**src/rtl/id_ex_stage.sv**
```systemverilog
// id_ex_stage: ID/EX pipeline register for the 5-stage RV32I core.
// It captures the decoded operands and control fields, forwards MEM/WB
// results into the registered operands, and selects the EX-stage ALU inputs.
// It also flags load-use hazards back to decode.
// Optional feature macro: ID_EX_PERF_CNT_EN enables the stall and bubble
// performance counters. When it is undefined, both counter ports read 0.
module id_ex_stage #(
  parameter int XLEN = 32
) (
  input  logic            clk,
  input  logic            rst,
  input  logic            stall,
  input  logic            flush,
  input  logic            id_valid,
  input  logic [XLEN-1:0] id_pc,
  input  logic [XLEN-1:0] id_rs1_data,
  input  logic [XLEN-1:0] id_rs2_data,
  input  logic [XLEN-1:0] id_imm,
  input  logic [4:0]      id_rs1,
  input  logic [4:0]      id_rs2,
  input  logic [4:0]      id_rd,
  input  logic [8:0]      id_ctrl,
  input  logic            mem_fwd_we,
  input  logic [4:0]      mem_fwd_rd,
  input  logic [XLEN-1:0] mem_fwd_data,
  input  logic            wb_fwd_we,
  input  logic [4:0]      wb_fwd_rd,
  input  logic [XLEN-1:0] wb_fwd_data,
  output logic            ex_valid,
  output logic [XLEN-1:0] ex_pc,
  output logic [4:0]      ex_rd,
  output logic [2:0]      ex_ctrl,
  output logic [3:0]      alu_control,
  output logic [XLEN-1:0] alu_in1,
  output logic [XLEN-1:0] alu_in2,
  output logic [XLEN-1:0] ex_store_data,
  output logic            load_use_hazard,
  output logic [31:0]     perf_stall_cnt,
  output logic [31:0]     perf_bubble_cnt
);

  // Control word layout: {reg_write, mem_read, mem_write, alu_src_imm, alu_src_pc, alu_control[3:0]}
  localparam int CTRL_REG_WRITE = 8;
  localparam int CTRL_MEM_READ  = 7;
  localparam int CTRL_SRC_IMM   = 5;
  localparam int CTRL_SRC_PC    = 4;

  logic            valid_q,    valid_d;
  logic [XLEN-1:0] pc_q,       pc_d;
  logic [XLEN-1:0] rs1_data_q, rs1_data_d;
  logic [XLEN-1:0] rs2_data_q, rs2_data_d;
  logic [XLEN-1:0] imm_q,      imm_d;
  logic [4:0]      rs1_q,      rs1_d;
  logic [4:0]      rs2_q,      rs2_d;
  logic [4:0]      rd_q,       rd_d;
  logic [8:0]      ctrl_q,     ctrl_d;

  logic            mem_hit_rs1, wb_hit_rs1;
  logic            mem_hit_rs2, wb_hit_rs2;
  logic [XLEN-1:0] fwd_rs1, fwd_rs2;

  // Forwarding: the MEM-stage producer is younger, so it wins over WB; x0 is never forwarded
  always_comb begin
    mem_hit_rs1 = mem_fwd_we && (mem_fwd_rd != 5'd0) && (mem_fwd_rd == rs1_q);
    wb_hit_rs1  = wb_fwd_we  && (wb_fwd_rd  != 5'd0) && (wb_fwd_rd  == rs1_q);
    mem_hit_rs2 = mem_fwd_we && (mem_fwd_rd != 5'd0) && (mem_fwd_rd == rs2_q);
    wb_hit_rs2  = wb_fwd_we  && (wb_fwd_rd  != 5'd0) && (wb_fwd_rd  == rs2_q);

    if (mem_hit_rs1)     fwd_rs1 = mem_fwd_data;
    else if (wb_hit_rs1) fwd_rs1 = wb_fwd_data;
    else                 fwd_rs1 = rs1_data_q;

    if (mem_hit_rs2)     fwd_rs2 = mem_fwd_data;
    else if (wb_hit_rs2) fwd_rs2 = wb_fwd_data;
    else                 fwd_rs2 = rs2_data_q;
  end

  // Next-state selection: flush beats stall, and stall beats a fresh load
  always_comb begin
    valid_d    = valid_q;
    pc_d       = pc_q;
    rs1_data_d = rs1_data_q;
    rs2_data_d = rs2_data_q;
    imm_d      = imm_q;
    rs1_d      = rs1_q;
    rs2_d      = rs2_q;
    rd_d       = rd_q;
    ctrl_d     = ctrl_q;

    if (flush) begin
      valid_d    = 1'b0;
      pc_d       = '0;
      rs1_data_d = '0;
      rs2_data_d = '0;
      imm_d      = '0;
      rs1_d      = '0;
      rs2_d      = '0;
      rd_d       = '0;
      ctrl_d     = '0;
    end else if (stall) begin
      // Refresh operands so a value retiring out of WB during the stall is kept
      rs1_data_d = fwd_rs1;
      rs2_data_d = fwd_rs2;
    end else begin
      valid_d    = id_valid;
      pc_d       = id_pc;
      rs1_data_d = id_rs1_data;
      rs2_data_d = id_rs2_data;
      imm_d      = id_imm;
      rs1_d      = id_rs1;
      rs2_d      = id_rs2;
      rd_d       = id_rd;
      ctrl_d     = id_ctrl;
      if (!id_valid) begin
        // An empty decode slot becomes a bubble with no side effects
        ctrl_d = '0;
        rd_d   = '0;
      end
    end
  end

  // Stage register: synchronous reset clears every field
  always_ff @(posedge clk) begin
    if (rst) begin
      valid_q    <= 1'b0;
      pc_q       <= '0;
      rs1_data_q <= '0;
      rs2_data_q <= '0;
      imm_q      <= '0;
      rs1_q      <= '0;
      rs2_q      <= '0;
      rd_q       <= '0;
      ctrl_q     <= '0;
    end else begin
      valid_q    <= valid_d;
      pc_q       <= pc_d;
      rs1_data_q <= rs1_data_d;
      rs2_data_q <= rs2_data_d;
      imm_q      <= imm_d;
      rs1_q      <= rs1_d;
      rs2_q      <= rs2_d;
      rd_q       <= rd_d;
      ctrl_q     <= ctrl_d;
    end
  end

  // Operand selection and registered outputs towards EX
  always_comb begin
    ex_valid      = valid_q;
    ex_pc         = pc_q;
    ex_rd         = rd_q;
    ex_ctrl       = ctrl_q[CTRL_REG_WRITE:CTRL_REG_WRITE-2];
    alu_control   = ctrl_q[3:0];
    alu_in1       = ctrl_q[CTRL_SRC_PC]  ? pc_q  : fwd_rs1;
    alu_in2       = ctrl_q[CTRL_SRC_IMM] ? imm_q : fwd_rs2;
    ex_store_data = fwd_rs2;
  end

  // Load-use detection: rs2 is compared even when the consumer does not use it
  always_comb begin
    load_use_hazard = valid_q && ctrl_q[CTRL_MEM_READ] && (rd_q != 5'd0) && id_valid &&
                      ((id_rs1 == rd_q) || (id_rs2 == rd_q));
  end

`ifdef ID_EX_PERF_CNT_EN
  logic [31:0] stall_cnt_q;
  logic [31:0] bubble_cnt_q;

  // Performance counters: stall cycles, and bubbles from flush or an empty decode slot
  always_ff @(posedge clk) begin
    if (rst) begin
      stall_cnt_q  <= '0;
      bubble_cnt_q <= '0;
    end else begin
      if (stall && !flush) begin
        stall_cnt_q <= stall_cnt_q + 32'd1;
      end
      if (flush || (!stall && !id_valid)) begin
        bubble_cnt_q <= bubble_cnt_q + 32'd1;
      end
    end
  end

  assign perf_stall_cnt  = stall_cnt_q;
  assign perf_bubble_cnt = bubble_cnt_q;
`else
  assign perf_stall_cnt  = 32'd0;
  assign perf_bubble_cnt = 32'd0;
`endif

endmodule

```
**config.mk**
```make
export PLATFORM = sky130hd
export DESIGN_NAME = id_ex_stage
export DESIGN_NICKNAME = d
export VERILOG_FILES = /design/src/rtl/id_ex_stage.sv
export SDC_FILE = /design/constraint.sdc
export NUM_CORES = 1
export LEC_CHECK = 0
export ABC_CLOCK_PERIOD_IN_PS = 5300
export CORE_AREA = 2 2 169 171
export DETAILED_ROUTE_END_ITERATION = 7
export DIE_AREA = 0 0 171 173
export PLACE_DENSITY_LB_ADDON = 0.05
export SYNTH_ARGS = -nofsm -noshare
export SYNTH_HDL_FRONTEND = slang
export SYNTH_SLANG_ARGS = --single-unit
```
**constraint.sdc**
```tcl
create_clock -name clk -period 5.3 [get_ports clk]
set_input_delay 1.325 -clock clk [delete_from_list [all_inputs] [get_ports clk]]
set_output_delay 1.325 -clock clk [all_outputs]
set_load 0.1 [all_outputs]
```
-- Word level (Yosys, flattened, before mapping)
Index checks and enable logic that the tools add are counted.
- bits of input ports: 233
- output and inout bits: 206
- logic and storage cells: 40
- bits in registers: 153
- reductions and logical operators: 15
- equal/unequal tests: 6
- multiplexer cells: 10
- operator list (cell ; count):
    $mux W32 ; 8
    $eq A5 B5 Y1 ; 6
    $reduce_bool A5 Y1 ; 3
    $logic_and A1 B1 Y1 ; 10
    $mux W9 ; 1
    $mux W5 ; 1
    $reduce_or A2 Y1 ; 1
    $logic_or A1 B1 Y1 ; 1

-- Depth between registers and ports, before layout
Gate-level depths: netlist of run 1.
- word-level depth: 6
- mapped depth: 7
- mapped depth without buffers: 5

-- Worst setup path after synthesis of run 1
OpenSTA, ideal clock, no wires.
- kind: input -> output
- start: input wb_fwd_rd[0]
- end: output alu_in2[14]
- required time: 3.975 ns
- slack: -0.736 ns
- arrival: 4.711 ns
- stages on the path: 7
- cells stage by stage: nor2b_1 -> a2111oi_4 -> and4_1 -> buf_4 -> buf_4 -> a211oi_1 -> o31ai_1
- word-level cells in the longest chain between the ends: 6
- elaborated cells on any way between the ends: 7
- RTL lines (element ; line ; RTL):
    start: declaration ; 27 ; input logic [4:0] wb_fwd_rd,
    $reduce_bool A5 Y1 ; 67 ; wb_hit_rs2 = wb_fwd_we && (wb_fwd_rd != 5'd0) && (wb_fwd_rd == rs2_q);
    $logic_and A1 B1 Y1 ; 67 ;
    $logic_and A1 B1 Y1 * ; 67 ;
    $mux W32 * ; 74 ; else if (wb_hit_rs2) fwd_rs2 = wb_fwd_data;
    $mux W32 * ; 73 ; if (mem_hit_rs2) fwd_rs2 = mem_fwd_data;
    $mux W32 * ; 155 ; alu_in2 = ctrl_q[CTRL_SRC_IMM] ? imm_q : fwd_rs2;
    end: declaration ; 35 ; output logic [XLEN-1:0] alu_in2,
Mark *: on every way between the ends. The rest lies on a longest branch, timed or not.

-- Final worst setup path of run 1
- start: input wb_fwd_rd[4]
- end: output alu_in1[31]
- word-level cells in the longest chain between the ends: 6
- elaborated cells on any way between the ends: 7
- RTL lines (element ; line ; RTL):
    $reduce_bool A5 Y1 ; 65 ; wb_hit_rs1 = wb_fwd_we && (wb_fwd_rd != 5'd0) && (wb_fwd_rd == rs1_q);
    $logic_and A1 B1 Y1 ; 65 ;
    $logic_and A1 B1 Y1 * ; 65 ;
    $mux W32 * ; 70 ; else if (wb_hit_rs1) fwd_rs1 = wb_fwd_data;
    $mux W32 * ; 69 ; if (mem_hit_rs1) fwd_rs1 = mem_fwd_data;
    $mux W32 * ; 154 ; alu_in1 = ctrl_q[CTRL_SRC_PC] ? pc_q : fwd_rs1;
    end: declaration ; 34 ; output logic [XLEN-1:0] alu_in1,
Marks and branches as above.

==> impl_metrics.csv, run 1 <==
group,metric,value,unit
floorplan,num_io_pins,439,
sta,finalCritPeriodShare,0.965,
sta,fin_crit,5120,ps
power_and_ir_drop,netSwitchingFraction,0.393,
setup_path,cp_slowest_cell,"clkdlybuf4s50_1",
clock_tree,clock_path_buffers,2,
detailed_routing,avgRoutedWirePerCell,20.8,µm
sta,worst_slew_pin_slew,1080,ps
setup_path,crit_top_cell,"buf_12",
layout,layout-drive-gt1-share,0.159,
layout,final_net_count,1757,
yosys,synth_top_cell_area_share,0.314,
yosys,ys_top_cells_by_count,"184 x nor2_1, 153 x dfxtp_1, 105 x clkbuf_1",
global_routing,first_global_vias,10200,
job,cap_violations,0,
setup_path,r2r_slack,2790,ps
outcome,outcome,"finished clean",
sta,final_hold_viol_count,0,
setup_path,start_kind,"input pin",
power_and_ir_drop,p_seq_frac,0.319,
place,dp_cells,1883,
yosys,synth_top_area_cell,"dfxtp_1",
sta,timing.setup.tns,0,ps
clock_tree,path_clk_slew,70,ps
yosys,synth_edf_count,0,
clock_tree,numCtsBuffers,17,
setup_path,r2r_start,"rs2_q[1]$_SDFFE_PP0N_",
setup_path,critical_path_arrival,3790,ps
detailed_routing,drt_iter0_drc,726,
yosys,ys.warnings.count,0,
yosys,synth-seq-cells,153,
global_routing,grt_pass1_wl,60700,µm
sta,maxSlewViolCount,0,
floorplan,num_rows,61,
detailed_routing,via_count,10600,
setup_path,path_max_fanout,28,
power_and_ir_drop,p_leak,0.00578,µW
clock_tree,clk_latency,430,ps
power_and_ir_drop,clkPwrFrac,0.326,
place,port_buffers,374,
floorplan,core,27600,µm²
yosys,synth_ff_type,"dfxtp_1",
setup_path,critical_path_class,"in -> out",
detailed_routing,drc_errors,0,
yosys,syn_inst,1233,
sta,slew_headroom,0.280,
place,hpwl,28000,µm
floorplan,dieWidth,171,µm
setup_path,worst_r2r_endpoint,"rs2_data_q[3]$_SDFF_PP0_",
yosys,async_reset_ff_frac,0,
sta,fmax,195,MHz
power_and_ir_drop,finalPower,3820,µW
yosys,synth_cell_types,43,
power_and_ir_drop,ir_worst_vdd,0.000144,V
sta,rsz0062_at_grt,"false",
floorplan,die_h,173,µm
yosys,synthTopCellsByArea,"dfxtp_1 31%, a41oi_1 8.5%, mux2i_1 7.6%",
global_routing,track_usage,0.262,
yosys,synth_area_per_cell,7.90,µm²
yosys,seq_area_frac_synth,0.314,
clock_tree,cts.htree.levels,4,
yosys,yosysMostFrequentCell,"nor2_1",
global_routing,antenna_found_initial,5,
setup_path,crit_required,3970,ps
floorplan,initial_core_util,0.353,
power_and_ir_drop,powerDensity,247,nW/µm²
worst_hold_path,min-delay-path-class,"reg -> reg",
setup_path,cp_cell_sequence,"clkdlybuf4s50_1 -> nor4_2 -> a21boi_4 -> nand3_4 -> buf_12 -> a221oi_1 -> o31ai_2 -> buf_12",
detailed_routing,dr.pass1.iters,5,
global_routing,overflow,0,
clock_tree,cts_setup_buffers,0,
yosys,syn-cell-area,9740,µm²
sta,hold_slack,496,ps
sta,skew,18.9,ps
detailed_routing,routed_wl,39900,µm
setup_path,startpoint,"wb_fwd_rd[4]",
clock_tree,root_buffer,"clkbuf_16",
power_and_ir_drop,combinationalPowerShare,0.355,
clock_tree,clock_sink_count,153,
global_routing,grt_max_degree,90,
power_and_ir_drop,p_int,2320,µW
layout,area_growth_syn_to_layout,58.9,%
setup_path,endpoint,"alu_in1[31]",
layout,final_cells,1919,
setup_path,critPathMaxStageDelay,600,ps
detailed_routing,drtAntennaViolNets,0,
place,gp_congestion,0.777,
setup_path,rr_worst_depth,6,
power_and_ir_drop,switching_power,1500,µW
floorplan,fp.dieArea,29600,µm²
sta,finalSetupViolCount,0,
clock_tree,tritoncts,"done",
setup_path,crit_path_end_kind,"output port",
detailed_routing,vias_per_cell,5.53,
==> how the worst min path moves through the flow <==
stage                      startpoint                     end  slack (ps)  cells past startpoint
6_report       imm_q[11]$_SDFFE_PP0N_  imm_q[11]$_SDFFE_PP0N_         500                      2
5_1_grt         imm_q[4]$_SDFFE_PP0N_   imm_q[4]$_SDFFE_PP0N_         520                      2
3_3_place_gp    imm_q[4]$_SDFFE_PP0N_   imm_q[4]$_SDFFE_PP0N_         480                      2
4_1_cts        imm_q[30]$_SDFFE_PP0N_  imm_q[30]$_SDFFE_PP0N_         500                      2
2_1_floorplan  imm_q[31]$_SDFFE_PP0N_  imm_q[31]$_SDFFE_PP0N_         460                      2
3_5_place_dp    imm_q[9]$_SDFFE_PP0N_   imm_q[9]$_SDFFE_PP0N_         480                      2
==> logic make-up (layout without fill, tap and decap cells) <==
| group | Yosys count | in the layout | share of synthesized area |
|---|---|---|---|
| flops | 153 | 153 | 0.314 |
| simple gates | 371 | 371 | 0.183 |
| xor+xnor | 26 | 26 | 0.0234 |
| buf+inv | 234 | 475 | 0.120 |
| other cells | 1 | 68 | 0.000385 |
| mux | 74 | 74 | 0.0760 |
| compound gates | 374 | 374 | 0.283 |
==> stage by stage <==
stage               instance area (µm²)  setup slack (ps)  utilization
floorplan                         10300               129            -
global placement                  14900               139        0.538
detailed placement                14900               115        0.538
CTS                               15500               103        0.559
global route                      15500              32.7        0.560
finish                            15500               184        0.560
==> cell usage in the layout (no fill, tap or decap), types with 3 or more instances in the layout <==
cell / count
a211oi_1: 32
a21oi_1: 36
a221oi_1: 31
a22oi_1: 46
a41oi_1: 94
and3_1: 32
buf_12: 105
buf_4: 25
clkbuf_16: 17
clkdlybuf4s50_1: 276
clkinv_4: 3
conb_1: 64
dfxtp_1: 151
diode_2: 4
inv_1: 35
inv_6: 4
mux2i_1: 74
nand2_1: 63
nand2b_1: 3
nand3_1: 3
nor2_1: 182
nor2b_1: 4
nor3b_1: 62
o21ai_0: 62
o31ai_2: 62
xnor2_1: 12
xor2_1: 13
==> worst max-delay path, delay by kind of cell <==
kind / cells / cell delay, ps
simple gates: 2 / 420
buf+inv: 3 / 1090
compound gates: 3 / 910
==> area by class of cell <==
cell class                      count  area, µm²
Timing Repair Buffer              408       5080
Sequential cell                   153       3070
Tap cell                          378        473
Antenna cell                        4       10.0
Inverter                           35        131
Fill cell                        2582      12200
Clock inverter                     13        134
Multi-Input combinational cell    909       6130
Clock buffer                       19        443
==> sequential cells by signal (all words and copies together), names as in the netlist <==
name,count
rs2_data_q,32
rs2_q,5
rs1_q,5
ex_pc,32
imm_q,32
ex_valid,1
ex_rd,5
ctrl_q,9
rs1_data_q,32
==> what timing repair did <==
| item | CTS | global route |
|---|---|---|
| resized for setup | 0 | 2 |
| endpoints found under the setup margin | 0 | 5 |
| hold buffers | 0 | 0 |
==> power by group through the flow <==
stage	Combinational [µW]	Sequential (µW)	Clock, µW
final	1360	1220	1250
after global routing	1410	1220	1320
after CTS	1360	1220	1270
after detailed placement	1350	1240	0
after global placement	1350	1240	0
after floorplan	826	1290	0
==> layer usage <==
metal | vias up | GRT usage | part of all wire
met4 | 2 | 0.0847 | 0.022
met5 | - | 0 | 0.00040
met3 | 50 | 0.0634 | 0.077
met2 | 435 | 0.435 | 0.49
met1 | 5105 | 0.333 | 0.41
li1 | 5012 | - | -
(Power assumes the default switching activity.)
==> run 2: changes to the inputs <==
- SKIP_CTS_REPAIR_TIMING: default -> 1
- TNS_END_PERCENT: default -> 30
==> run 2 against run 1 <==
Total power is 1.1% higher. Sequential power hardly changed. Die area stayed put. Count of clock-buffer cells in the layout is 2 lower. Setup slack worse by 38 ps. Sequential share of layout area is 0.11 points higher. Cell count is 0.68% higher. Worst hold slack better by 0.96 ps. Global-route usage is 0.81 points lower. Highest routed layer unchanged.
==> impl_metrics.csv, run 2 (synthesis gave the netlist of run 1 again) <==
group,metric,value,unit
sta,final_hold_viol_count,0,
worst_hold_path,min-delay-path-class,"reg -> reg",
place,gp_congestion,0.873,
detailed_routing,routed_wl,38900,µm
setup_path,cp_cell_sequence,"clkdlybuf4s50_1 -> nor4_2 -> buf_4 -> a21boi_4 -> buf_12 -> buf_12 -> buf_4 -> a41oi_1 -> a211oi_1 -> o31ai_2 -> buf_12",
sta,slew_headroom,0.251,
setup_path,critPathMaxStageDelay,560,ps
power_and_ir_drop,powerDensity,251,nW/µm²
clock_tree,root_buffer,"clkbuf_16",
outcome,outcome,"finished clean",
clock_tree,clock_sink_count,153,
global_routing,grt_max_degree,79,
floorplan,num_io_pins,439,
detailed_routing,via_count,10500,
sta,rsz0062_at_grt,"true",
floorplan,core,27600,µm²
layout,final_common_cell,"clkdlybuf4s50_1",
job,cap_violations,0,
layout,final_net_count,1771,
global_routing,track_usage,0.254,
setup_path,critical_path_class,"in -> out",
global_routing,overflow,0,
floorplan,dieWidth,171,µm
layout,layout-drive-gt1-share,0.140,
setup_path,crit_path_end_kind,"output port",
global_routing,antenna_found_initial,4,
clock_tree,clock_path_buffers,2,
sta,fmax,194,MHz
detailed_routing,dr.pass1.iters,5,
clock_tree,clk_latency,430,ps
sta,skew,14.1,ps
setup_path,start_kind,"input pin",
detailed_routing,avgRoutedWirePerCell,20.1,µm
clock_tree,cts.htree.levels,4,
detailed_routing,drc_errors,0,
floorplan,die_h,173,µm
setup_path,crit_top_cell,"buf_12",
setup_path,critical_path_arrival,3830,ps
place,hpwl,27900,µm
layout,layout_common_cells,"276 x clkdlybuf4s50_1, 182 x nor2_1, 151 x dfxtp_1",
detailed_routing,vias_per_cell,5.43,
floorplan,fp.dieArea,29600,µm²
global_routing,first_global_vias,9837,
sta,timing.setup.tns,0,ps
layout,final_core_util,0.556,
detailed_routing,drt_iter0_drc,788,
clock_tree,tritoncts,"done",
sta,finalSetupViolCount,0,
setup_path,cp_slowest_cell,"clkdlybuf4s50_1",
clock_tree,numCtsBuffers,17,
clock_tree,path_clk_slew,70,ps
power_and_ir_drop,p_leak,0.00574,µW
power_and_ir_drop,ir_worst_vdd,0.000173,V
place,port_buffers,374,
floorplan,initial_core_util,0.353,
sta,fin_crit,5150,ps
layout,area_growth_syn_to_layout,57.8,%
floorplan,num_rows,61,
setup_path,crit_required,3970,ps
setup_path,path_max_fanout,36,
global_routing,grt_pass1_wl,59100,µm
sta,finalCritPeriodShare,0.972,
sta,maxSlewViolCount,0,
sta,worst_slew_pin_slew,1120,ps
detailed_routing,drtAntennaViolNets,0,
-- run 2: cell types whose count changed in the layout (fill, tap and decap cells not counted), moves of 2 or more --
cell	delta
buf_4	+16
inv_6	+2
inv_8	+2
o31ai_2	-43
o31ai_1	+43
clkinv_4	-3
-- run 2: path summary, 6_finish.rpt --
check,startpoint,to,slack [ps],depth (start not counted)
min,imm_q[30]$_SDFFE_PP0N_,imm_q[30]$_SDFFE_PP0N_,500,2
max,wb_fwd_rd[3],alu_in2[13],150,11
min reg2reg,imm_q[30]$_SDFFE_PP0N_,imm_q[30]$_SDFFE_PP0N_,500,2
max reg2reg,rs2_q[1]$_SDFFE_PP0N_,rs2_data_q[3]$_SDFF_PP0_,2900,6
-- run 2: where the power goes --
group | total, µW | switching [µW] | internal, µW
logic | 1350 | 894 | 456
registers | 1220 | 28.3 | 1190
clock network | 1300 | 582 | 716
total | 3860 | 1500 | 2360
-- run 2: cell type report --
| class | count | area (µm²) |
|---|---|---|
| inverter | 35 | 131 |
| antenna | 3 | 7.51 |
| multi-input combinational | 909 | 5930 |
| sequential | 153 | 3070 |
| timing repair buffer | 422 | 5170 |
| tap | 378 | 473 |
| clock inverter | 15 | 175 |
| fill | 2574 | 12300 |
| clock buffer | 17 | 425 |
-- run 2: metrics by stage --
step / power, µW / setup slack, ps / cells / area, µm² / hold WS [ps]
floorplan: 2110 / -736 / 1296 / 10100 / 463
global placement: 2580 / 176 / 1897 / 14700 / 474
detailed placement: 2590 / 136 / 1897 / 14700 / 487
CTS: 3890 / 139 / 1929 / 15300 / 506
global route: 4000 / 6.29 / 1932 / 15400 / 529
finish: 3860 / 147 / 1932 / 15400 / 497
-- run 2: per-layer routing --
layer,GRT usage,wire (µm),vias up
met5,0,16,-
met4,0.0667,703,2
met3,0.0597,2990,37
met2,0.416,18600,425
met1,0.334,16500,4993
li1,-,-,5034
-- run 2: worst max-delay path: cells and delay by family --
| family | cells | cell delay, ps |
|---|---|---|
| buffers and inverters | 6 | 1510 |
| AND/OR/NAND/NOR | 1 | 80 |
| AO/OA/AOI/OAI | 4 | 870 |
==> run 3: changes to the inputs <==
- CORE_AREA: 2 2 169 171 -> 2 2 172 174
- DIE_AREA: 0 0 171 173 -> 0 0 174 176
==> run 3 against run 2 <==
Global-route usage down 0.41 points. Total power up 1.2%. Worst hold slack got worse by 2.4 ps. Sequential cell count unchanged. Largest power group unchanged. Count of clock-buffer cells in the layout increased by 1. Utilization shrank 1.7 points. Fmax is 0.15% lower. Setup slack worse by 7.7 ps. First-iteration DRC count shrank 12%. Clock power up 4%. Sequential share of layout area about the same. Die area is 3.5% higher.
==> impl_metrics.csv, run 3 (synthesis gave the netlist of run 1 again) <==
group,metric,value,unit
outcome,outcome,"finished clean",
detailed_routing,drt_iter0_drc,697,
power_and_ir_drop,combinationalPowerShare,0.345,
detailed_routing,avgRoutedWirePerCell,20.2,µm
place,place_ws,59.0,ps
global_routing,grt_max_degree,104,
place,gp_congestion,0.813,
detailed_routing,vias_per_cell,5.45,
floorplan,fp.dieArea,30600,µm²
floorplan,dieWidth,174,µm
detailed_routing,met1_length,16800,µm
setup_path,critical_path_arrival,3840,ps
job,cap_violations,0,
power_and_ir_drop,p_seq_frac,0.311,
setup_path,path_max_fanout,19,
layout,final_net_count,1767,
setup_path,crit_required,3970,ps
worst_hold_path,min-delay-path-class,"reg -> reg",
layout,layout_common_cells,"276 x clkdlybuf4s50_1, 182 x nor2_1, 151 x dfxtp_1",
setup_path,critPathMaxStageDelay,510,ps
setup_path,path_buf_inv,4,
sta,timing.setup.tns,0,ps
power_and_ir_drop,p_int,2410,µW
floorplan,num_io_pins,439,
sta,fmax,194,MHz
clock_tree,clk_latency,440,ps
global_routing,grt_pass1_wl,60400,µm
sta,finalCritPeriodShare,0.974,
detailed_routing,top_layer_used,"met4",
global_routing,antenna_found_initial,6,
clock_tree,root_buffer,"clkbuf_16",
sta,fin_crit,5160,ps
sta,rsz0062_at_grt,"false",
layout,area_growth_syn_to_layout,58.0,%
layout,layout-drive-gt1-share,0.136,
power_and_ir_drop,powerDensity,254,nW/µm²
clock_tree,clock_sink_count,153,
clock_tree,cts.htree.levels,4,
detailed_routing,drtAntennaViolNets,0,
setup_path,critPathTopFamily,"compound AO/OA/AOI/OAI gates",
setup_path,critical_path_class,"in -> out",
sta,skew,14.9,ps
sta,fin_ws,139,ps
floorplan,core,28500,µm²
detailed_routing,via_count,10600,
sta,worst_slew_pin_slew,1120,ps
detailed_routing,met3_wirelength,2770,µm
power_and_ir_drop,p_leak,0.00573,µW
sta,slew_headroom,0.254,
place,hpwl,27700,µm
place,port_buffers,374,
setup_path,start_kind,"input pin",
sta,final_hold_viol_count,0,
layout,final_cells,1936,
setup_path,cp_slowest_cell,"clkdlybuf4s50_1",
setup_path,r2r_slack,2940,ps
floorplan,initial_core_util,0.341,
floorplan,die_h,176,µm
clock_tree,tritoncts,"done",
power_and_ir_drop,clkPwrFrac,0.345,
detailed_routing,routed_wl,39200,µm
clock_tree,numCtsBuffers,17,
global_routing,overflow,0,
global_routing,first_global_vias,10200,
setup_path,crit_path_end_kind,"output port",
clock_tree,path_clk_slew,60,ps
floorplan,num_rows,62,
place,dp_cells,1899,
detailed_routing,dr.pass1.iters,6,
power_and_ir_drop,switching_power,1500,µW
layout,final_common_cell,"clkdlybuf4s50_1",
sta,maxSlewViolCount,0,
detailed_routing,wl_met2,18700,µm
sta,finalSetupViolCount,0,
global_routing,track_usage,0.250,
detailed_routing,drc_errors,0,
power_and_ir_drop,netSwitchingFraction,0.383,
setup_path,cp_cell_sequence,"clkdlybuf4s50_1 -> inv_1 -> a2111oi_4 -> buf_4 -> a41oi_1 -> a211oi_1 -> o31ai_1 -> buf_12",
clock_tree,clock_path_buffers,2,
power_and_ir_drop,ir_worst_vdd,0.000168,V
==> run 3: metrics by stage <==
stage	cell area [µm²]	util	power [µW]	hold WS (ps)
after global placement	14700	0.517	2580	478
after floorplan	10100	-	2110	463
final	15400	0.539	3910	494
after global routing	15400	0.539	4050	533
after detailed placement	14700	0.517	2590	486
after CTS	15400	0.539	3930	502
==> run 3: worst paths after layout <==
kind,from,endpoint,cells after the start
setup / recovery,wb_fwd_rd[1],alu_in2[0],8
hold / removal,imm_q[30]$_SDFFE_PP0N_,imm_q[30]$_SDFFE_PP0N_,2
hold reg to reg,imm_q[30]$_SDFFE_PP0N_,imm_q[30]$_SDFFE_PP0N_,2
setup reg to reg,rs2_q[1]$_SDFFE_PP0N_,rs2_data_q[3]$_SDFF_PP0_,7
==> run 3: power groups by stage <==
| stage | clock (µW) | sequential, µW | combinational (µW) |
|---|---|---|---|
| 5_1_grt | 1420 | 1220 | 1400 |
| 6_report | 1350 | 1220 | 1350 |
| 2_1_floorplan | 0 | 1290 | 814 |
| 4_1_cts | 1370 | 1210 | 1350 |
| 3_5_place_dp | 0 | 1240 | 1350 |
| 3_3_place_gp | 0 | 1240 | 1340 |
==> run 3: final cells by class <==
class	instances	area, µm²
Inverter	35	131
Clock inverter	14	185
Antenna cell	5	12.5
Sequential cell	153	3070
Timing Repair Buffer	418	5160
Tap cell	384	480
Clock buffer	18	439
Fill cell	2712	13200
Multi-Input combinational cell	909	5910
==> run 3: worst reg2reg max path, stage by stage, from the launching register on <==
cell and delay (ps):
dfxtp_1 450, xnor2_1 150, nand4_1 140, or3_2 440
buf_4 230, nand3_2 290, buf_4 350, o221ai_1 170
==> run 3: layer usage <==
layer	vias up	track usage
li1	5044	-
met1	5035	0.320
met2	429	0.414
met3	47	0.0594
met4	0	0.0858
met5	-	0
==> edit (config.mk and constraints of run 3) <==
Add a define of `ID_EX_PERF_CNT_EN`.
--- a/src/rtl/id_ex_stage.sv
+++ b/src/rtl/id_ex_stage.sv
@@ -4,6 +4,8 @@
 // It also flags load-use hazards back to decode.
 // Optional feature macro: ID_EX_PERF_CNT_EN enables the stall and bubble
 // performance counters. When it is undefined, both counter ports read 0.
+`define ID_EX_PERF_CNT_EN
+
 module id_ex_stage #(
   parameter int XLEN = 32
 ) (
Behaviour: not the same (Yosys sat finds a counterexample within 4 cycles, from zero or initial values and one cycle with rst high).
==> edit against run 3 <==
Combinational power shrank 10%; first-iteration DRC count rose by 55%; cell area increased by 24%; register-to-register slack gained 0.06 ns; synthesized area grew 25%; wire length up 21%; sequential cell count grew 64; core utilization grew 13 points; critical endpoint is now alu_in1[12]; worst setup slack worse by 0.048 ns; critical path type unchanged; via count increased by 24%; total power is 20% higher.
==> edit: results (changes against run 3) <==
* Status: completed (unchanged)
* Met1 Routed Length: 19.4 mm (was 16.8 mm)
- Worst-skew pair later-pin latency: 0.54 ns (was 0.44 ns)
- Pre-CTS setup slack: 0.0360 ns (was 0.0590 ns)
* Grt met1 use: 0.377 (was 0.320)
* Crit path from: wb_fwd_rd[2] (was wb_fwd_rd[1])
- RR Startpoint: perf_bubble_cnt[10] (was rs2_q[1])
* Sequential cell area: 4350 µm² (was 3070 µm²)
- The number of placed instances, taps included came to 2218 (was 1899).
- The via-per-instance ratio came to 5.77 (was 5.45).
* Largest stage delay on the critical path: 0.47 ns (was 0.51 ns)
* Crit-path leading delay family: buffers and inverters (was compound AO/OA/AOI/OAI gates)
* Main area contributors after synthesis: sky130_fd_sc_hd__dfxtp_1 36%, sky130_fd_sc_hd__mux2i_1 7.5%, sky130_fd_sc_hd__nor2_1 7.3% (was sky130_fd_sc_hd__dfxtp_1 31%, sky130_fd_sc_hd__a41oi_1 8.5%, sky130_fd_sc_hd__mux2i_1 7.6%)
* Violation count after the first detailed-routing iteration: 1081 (was 697)
- Total CTS buffers: 26 (was 17)
- The adder-cell share of the synthesized area came to 0.00205 (was 0).
- The initial antenna violation count is 11 (was 6).
* Worst slew margin relative to its limit: 0.191 (was 0.254)
* Final Routed Wirelength: 47.5 mm (was 39.2 mm)
* Clock buffers: 37 (was 18)
* H-tree levels: 1 (was 4)
- Max VDD drop: 0.326 mV (was 0.168 mV)
* Minimum setup slack among reg-to-reg paths: 3.00 ns (was 2.94 ns)
- R2r endpoint: perf_bubble_cnt[28] (was rs2_data_q[3])
- Fraction of the mapped netlist area in compound gates: 0.228 (was 0.283)
* Met3 Track Usage GR: 0.0769 (was 0.0594)
* Share of synthesized area occupied by flip-flops and latches: 0.356 (was 0.314)
- The data arrival at the endpoint of the critical path was 3.88 ns (was 3.84 ns).
- Final clock skew: 0.0151 ns (was 0.0149 ns)
* Inverters: 44 (was 35)
* Source of the worst hold timing path: perf_bubble_cnt[31] (was imm_q[30])
* Top layer in use: met5 (was met4)
- The largest fanout on the critical path came to 18 (was 19).
- Clock Path Buffers: 3 (was 2)
* Cell with the largest stage delay on the worst path: sky130_fd_sc_hd__o31ai_1 (was sky130_fd_sc_hd__clkdlybuf4s50_1)
* Gp weighted congestion: 0.839 (was 0.813)
- The XOR/XNOR share of the synthesized area was 0.0560 (was 0.0234).
- Hold path endpoint: perf_bubble_cnt[31] (was imm_q[30])
-- edit: cell count changes in the layout (fill, tap and decap cells not counted), sizes merged, moves of 19 or more --
cell,before,now
conb,64,0
dfxtp,153,217
clkdlybuf4s50,276,339
nor2,184,238
xnor2,13,47
a31oi,0,32
a41oi,94,64
nand2,64,83
-- edit: where the power goes --
part           internal, W  switching, W
clock network      0.00107      0.000725
logic             0.000468      0.000746
registers          0.00167     0.0000316
total              0.00321       0.00150
-- edit: logic make-up (layout without fill, tap and decap cells) --
kind of cell | after synthesis | in the layout
xor+xnor | 78 | 78
buf+inv | 189 | 569
compound gates | 383 | 383
other cells | 0 | 9
mux | 93 | 93
simple gates | 537 | 537
fa+ha+maj | 2 | 2
flops | 217 | 217
-- edit: metrics by stage --
step	util	hold slack [ns]	instance area (µm²)
after floorplan	-	0.463	12600
after global placement	0.638	0.468	18200
after detailed placement	0.638	0.475	18200
after CTS	0.667	0.486	19000
after global routing	0.668	0.509	19100
final	0.668	0.490	19100
